$ cat src/rtl/fp16_pkg.sv
// Shared types and field widths for the FP16 normalize/round stage.
package fp16_pkg;

    localparam int unsigned EXP_W  = 5;
    localparam int unsigned FRAC_W = 10;
    localparam int unsigned MANT_W = FRAC_W + 4;
    localparam int unsigned EXPX_W = EXP_W + 1;

    localparam logic [EXP_W-1:0] EXP_MAX = 5'h1F;

    typedef enum logic [1:0] {
        ST_IDLE  = 2'd0,
        ST_NORM  = 2'd1,
        ST_ROUND = 2'd2,
        ST_DONE  = 2'd3
    } state_e;

    typedef struct packed {
        logic              sign;
        logic [EXP_W-1:0]  exp;
        logic [FRAC_W-1:0] frac;
    } fp16_t;

endpackage

$ cat src/rtl/rne_rounder.sv
// Round-to-nearest-even increment of a fraction; carry_o flags overflow into the hidden bit.
module rne_rounder
    import fp16_pkg::*;
(
    input  logic [FRAC_W-1:0] frac_i,
    input  logic              guard_i,
    input  logic              sticky_i,
    output logic [FRAC_W-1:0] frac_o,
    output logic              carry_o
);

    logic inc;

    assign inc = guard_i & (sticky_i | frac_i[0]);
    assign {carry_o, frac_o} = {1'b0, frac_i} + (FRAC_W + 1)'(inc);

endmodule

$ cat src/rtl/fp_normalize_round.sv
// FP16 adder back end: normalizes the raw significand sum, rounds RNE and packs binary16.
module fp_normalize_round
    import fp16_pkg::*;
(
    input  logic              clk,
    input  logic              reset,
    input  logic              in_valid,
    output logic              in_ready,
    input  logic              in_sign,
    input  logic [EXP_W-1:0]  in_exp,
    input  logic [MANT_W-1:0] in_mant,
    output logic              out_valid,
    input  logic              out_ready,
    output logic [15:0]       result
);

    localparam int unsigned CARRY_B  = MANT_W - 1;
    localparam int unsigned HIDDEN_B = MANT_W - 2;

    state_e              state_q, state_d;
    logic                sign_q, sign_d;
    logic [EXPX_W-1:0]   exp_q, exp_d;
    logic [MANT_W-1:0]   mant_q, mant_d;
    logic                subn_q, subn_d;
    fp16_t               result_q, result_d;
    logic                out_valid_q;

    logic                accept;
    logic                exp_is_max;
    logic [EXPX_W-1:0]   exp_inc;
    logic [EXPX_W-1:0]   exp_rnd;
    logic [FRAC_W-1:0]   frac_rnd;
    logic                rnd_carry;

    // Ready is masked by reset so upstream never sees the stage idle while it is being cleared.
    assign in_ready   = (state_q == ST_IDLE) && !reset;
    assign accept     = in_valid && in_ready;
    assign exp_is_max = (exp_q == EXPX_W'(EXP_MAX));
    assign exp_inc    = exp_q + EXPX_W'(1);
    assign exp_rnd    = exp_q + EXPX_W'(rnd_carry);
    assign out_valid  = out_valid_q;
    assign result     = result_q;

    rne_rounder u_rne_rounder (
        .frac_i   (mant_q[HIDDEN_B-1:2]),
        .guard_i  (mant_q[1]),
        .sticky_i (mant_q[0]),
        .frac_o   (frac_rnd),
        .carry_o  (rnd_carry)
    );

    always_ff @(posedge clk) begin
        if (reset) begin
            state_q     <= ST_IDLE;
            sign_q      <= 1'b0;
            exp_q       <= '0;
            mant_q      <= '0;
            subn_q      <= 1'b0;
            result_q    <= '0;
            out_valid_q <= 1'b0;
        end else begin
            state_q     <= state_d;
            sign_q      <= sign_d;
            exp_q       <= exp_d;
            mant_q      <= mant_d;
            subn_q      <= subn_d;
            result_q    <= result_d;
            out_valid_q <= (state_d == ST_DONE);
        end
    end

    // Next-state logic.
    always_comb begin
        state_d = state_q;
        unique case (state_q)
            ST_IDLE: begin
                if (accept) state_d = ST_NORM;
            end
            ST_NORM: begin
                if (exp_is_max || (mant_q == '0)) begin
                    state_d = ST_DONE;
                end else if (mant_q[CARRY_B]) begin
                    state_d = (exp_inc == EXPX_W'(EXP_MAX)) ? ST_DONE : ST_ROUND;
                end else if (!mant_q[HIDDEN_B] && (exp_q > EXPX_W'(1))) begin
                    state_d = ST_NORM;
                end else begin
                    state_d = ST_ROUND;
                end
            end
            ST_ROUND: state_d = ST_DONE;
            ST_DONE: begin
                if (out_ready) state_d = ST_IDLE;
            end
            default: state_d = ST_IDLE;
        endcase
    end

    // Datapath: operand capture, one normalize step per cycle, rounding and packing.
    always_comb begin
        sign_d   = sign_q;
        exp_d    = exp_q;
        mant_d   = mant_q;
        subn_d   = subn_q;
        result_d = result_q;
        unique case (state_q)
            ST_IDLE: begin
                if (accept) begin
                    sign_d = in_sign;
                    exp_d  = {1'b0, in_exp};
                    mant_d = in_mant;
                    subn_d = 1'b0;
                end
            end
            ST_NORM: begin
                if (exp_is_max) begin
                    result_d = '{sign: sign_q, exp: EXP_MAX, frac: mant_q[HIDDEN_B-1:2]};
                end else if (mant_q == '0) begin
                    result_d = '{sign: sign_q, exp: '0, frac: '0};
                end else if (mant_q[CARRY_B]) begin
                    // Shifted-out bit folds into sticky so rounding still sees it.
                    mant_d = {1'b0, mant_q[MANT_W-1:1]} | MANT_W'(mant_q[0]);
                    exp_d  = exp_inc;
                    if (exp_inc == EXPX_W'(EXP_MAX)) begin
                        result_d = '{sign: sign_q, exp: EXP_MAX, frac: '0};
                    end
                end else if (!mant_q[HIDDEN_B]) begin
                    if (exp_q > EXPX_W'(1)) begin
                        mant_d = mant_q << 1;
                        exp_d  = exp_q - EXPX_W'(1);
                    end else begin
                        subn_d = 1'b1;
                    end
                end
            end
            ST_ROUND: begin
                if (subn_q) begin
                    result_d = '{sign: sign_q, exp: EXP_W'(rnd_carry), frac: frac_rnd};
                end else if (exp_rnd >= EXPX_W'(EXP_MAX)) begin
                    result_d = '{sign: sign_q, exp: EXP_MAX, frac: '0};
                end else begin
                    result_d = '{sign: sign_q, exp: exp_rnd[EXP_W-1:0], frac: frac_rnd};
                end
            end
            default: ;
        endcase
    end

endmodule

$ cat config.mk
export PLATFORM = sky130hd
export DESIGN_NAME = fp_normalize_round
export DESIGN_NICKNAME = d
export VERILOG_FILES = /design/src/rtl/fp16_pkg.sv /design/src/rtl/rne_rounder.sv /design/src/rtl/fp_normalize_round.sv
export SDC_FILE = /design/constraint.sdc
export NUM_CORES = 1
export LEC_CHECK = 0
export ABC_AREA = 1
export CAP_MARGIN = 30
export CORE_UTILIZATION = 50
export DETAILED_ROUTE_END_ITERATION = 8
export PLACE_DENSITY_LB_ADDON = 0.1
export SYNTH_ARGS = -nofsm -noshare
export SYNTH_HDL_FRONTEND = slang
export SYNTH_HIERARCHICAL = 1
export SYNTH_SLANG_ARGS = --single-unit
$ cat constraint.sdc
create_clock -name clk -period 2.7 [get_ports clk]
set_input_delay 0.54 -clock clk [delete_from_list [all_inputs] [get_ports clk]]
set_output_delay 0.54 -clock clk [all_outputs]
set_load 0.005 [all_outputs]
==> results.json <==
{
  "outcome": "finished clean",
  "post_drt_wl_per_cell_um": 12.1,
  "grt_start_max_net_pins": 25,
  "path_class": "flop to flop",
  "antenna_cells": 0,
  "grt_util_all_layers_pct": 26.0,
  "ys_ff_latch": 41,
  "grt_overflow": 0,
  "port-buffer-count": 41,
  "vias_per_cell": 5.02,
  "worst_skew_pair.late_latency_ps": 300,
  "dr_wl_met3_um": 596,
  "number_of_h_tree_branching_levels": 2,
  "postSynthAreaPerCell_um2": 5.96,
  "drv.max_cap_violation_count": 0,
  "area.growth.synth_to_final_pct": 20.8,
  "routability_congestion": 0.885,
  "timing.critical_path.to_type": "flop",
  "die_height_um": 81.6,
  "clock.fmax_mhz": 401,
  "totalNegativeSetupSlack_ps": 0,
  "post-synth-top-area-cell": "dfxtp_1",
  "synthesized_net_count": 568,
  "route.met2.wl_um": 3500,
  "wl_met1_um": 3790,
  "routed.top_layer": "met4",
  "routed_wirelength_um": 7960,
  "pre_cts_slack_ps": -78.7,
  "finalCritPeriodShare_pct": 92.4,
  "final_core_util_pct": 63.5,
  "max_slew_margin_pct": 65.1,
  "numPlacedInstances": 647,
  "yosysSeqAreaShare_pct": 25.9,
  "yosysUniqueCellTypes": 36,
  "fin_nets": 618,
  "rsz0062_at_grt": "false",
  "cts_sinks": 41,
  "drt_iter0_drc": 187,
  "critical_path_required_ps": 2900,
  "timing.critical_path.arrival_ps": 2690,
  "setup_viol": 0,
  "final_critical_period_ps": 2490,
  "die_area_mm2": 0.00666,
  "cts_tree": "done",
  "startpoint_type": "flop",
  "core_rows": 28,
  "yosysTopAreaCellShare_pct": 25.9,
  "cts_root_buf": "clkbuf_8",
  "post-route-cell-area_mm2": 0.00383,
  "antenna_violating_nets_post_route": 0,
  "drive_gt1_share_pct": 12.7,
  "hold_path.class": "flop to flop",
  "instances_no_fill": 658,
  "synthesis.area_mm2": 0.00317,
  "hold_viol": 0,
  "grt_antenna_before_repair": 0,
  "num_io_pins": 42,
  "fin_worst_hold_slack_ps": 458,
  "synth_area_leaders": "dfxtp_1 26%, nand2_1 20%, nor2_1 10%",
  "yosys_warnings": 6,
  "drt_pre_antenna_iters": 5,
  "final.setup.worst_slack_ps": 206,
  "cts_inserted_buffers": 5,
  "power_density_mw_per_mm2": 1150,
  "drc_errors": 0,
  "p_leak_nw": 1.86,
  "vias_in_the_first_global_route": 2939,
  "grt_first_pass_wirelength_um": 13400,
  "vdd_ir_drop_max_mv": 0.566,
  "placedInstanceArea_mm2": 0.00369,
  "tightestPinTransition_ps": 524,
  "path_clk_slew_ps": 90,
  "start_util_pct": 52.6,
  "floorplan.die.width_um": 81.6,
  "critical_path_peak_fanout": 6,
  "finalMaxSlewViolations": 0,
  "fin_worst_skew_ps": 9.37,
  "overall_power_after_layout_mw": 4.39,
  "detailroute.via_count": 3303,
  "core_region_area_mm2": 0.00603,
  "cts_buffer_depth": 2,
  "syn_inst": 532,
  "post_detail_place_hpwl_um": 5910
}
[what timing repair did]
item                                    in CTS  in global routing
gates resized for setup                      1                 11
buffers inserted                             0                  2
hold buffers                                 0                  0
cloned                                       0                  1
endpoints found under the setup margin      10                 15
pin swaps                                    0                  6
[path summary, 6_finish.rpt]
check	slack, ps	endpoint	depth (start not counted)	from
setup reg to reg	210	result[6]	18	mant_q[2]
hold / removal	460	sign_q	2	sign_q
hold reg to reg	460	sign_q	2	sign_q
setup / recovery	210	result[6]	18	mant_q[2]
[routing by layer]
layer / up-vias / track usage, %
met5: - / 0
met4: 0 / 6.32
met3: 7 / 5.11
met2: 110 / 42.0
met1: 1430 / 35.3
li1: 1756 / -
[cells by family after synthesis]
family	after synthesis	synth area share, %
buf+inv	85	11.8
xor+xnor	7	1.93
flops	41	25.9
fa+ha+maj	12	4.74
simple gates	335	45.8
compound gates	52	9.91
[flip-flops by register name, summed over array words and instances, names as in the netlist]
register,flops
out_valid,1
state_q,2
result,16
subn_q,1
exp_q,6
sign_q,1
mant_q,14
[critical path: stages (launching register included)]
cell,delay [ps]
dfxtp_4,370
o21a_1,170
ha_1,190
ha_2,190
nand2_2,100
nor2_4,40
nand2_1,70
nor2_2,50
ha_2,170
ha_1,290
nand2_1,60
inv_1,40
nand4_1,60
inv_1,80
nand2_2,100
nand2_2,130
a21oi_1,80
nor2_1,140
nor2_2,50
[power by group]
| group | internal, mW | total (mW) | switching, mW |
|---|---|---|---|
| Combinational | 1.13 | 2.85 | 1.71 |
| Clock | 0.179 | 0.413 | 0.234 |
| Sequential | 0.877 | 1.13 | 0.253 |
[Yosys cell counts, drive strengths merged]
| cell | n |
|---|---|
| a21oi | 21 |
| a31oi | 1 |
| buf | 11 |
| clkbuf | 9 |
| clkinv | 1 |
| dfxtp | 41 |
| ha | 12 |
| inv | 64 |
| nand2 | 179 |
| nand3 | 47 |
| nand3b | 1 |
| nand4 | 3 |
| nor2 | 100 |
| nor3 | 4 |
| o211ai | 11 |
| o21a | 1 |
| o21ai | 15 |
| o21bai | 1 |
| o22ai | 1 |
| o311ai | 1 |
| or2 | 1 |
| xnor2 | 1 |
| xor2 | 6 |
[cells in the final DEF (no fill, tap or decap), types with 6 or more instances in the layout]
| cell | n |
|---|---|
| xor2_1 | 6 |
| clkdlybuf4s50_1 | 41 |
| nand3_1 | 43 |
| inv_1 | 59 |
| nor2_2 | 11 |
| ha_1 | 10 |
| o21ai_0 | 11 |
| nand2_2 | 10 |
| dfxtp_1 | 39 |
| nor2_1 | 85 |
| buf_4 | 21 |
| o211ai_1 | 11 |
| a21oi_1 | 21 |
| nand2_1 | 166 |
[cell type report]
| class | count | area (um2) |
|---|---|---|
| Clock buffer | 5 | 68.8 |
| Clock inverter | 3 | 17.5 |
| Fill cell | 586 | 2200 |
| Inverter | 65 | 249 |
| Multi-Input combinational cell | 407 | 2010 |
| Sequential cell | 41 | 826 |
| Tap cell | 75 | 93.8 |
| Timing Repair Buffer | 62 | 568 |
Power figures use the tool's default switching activity.
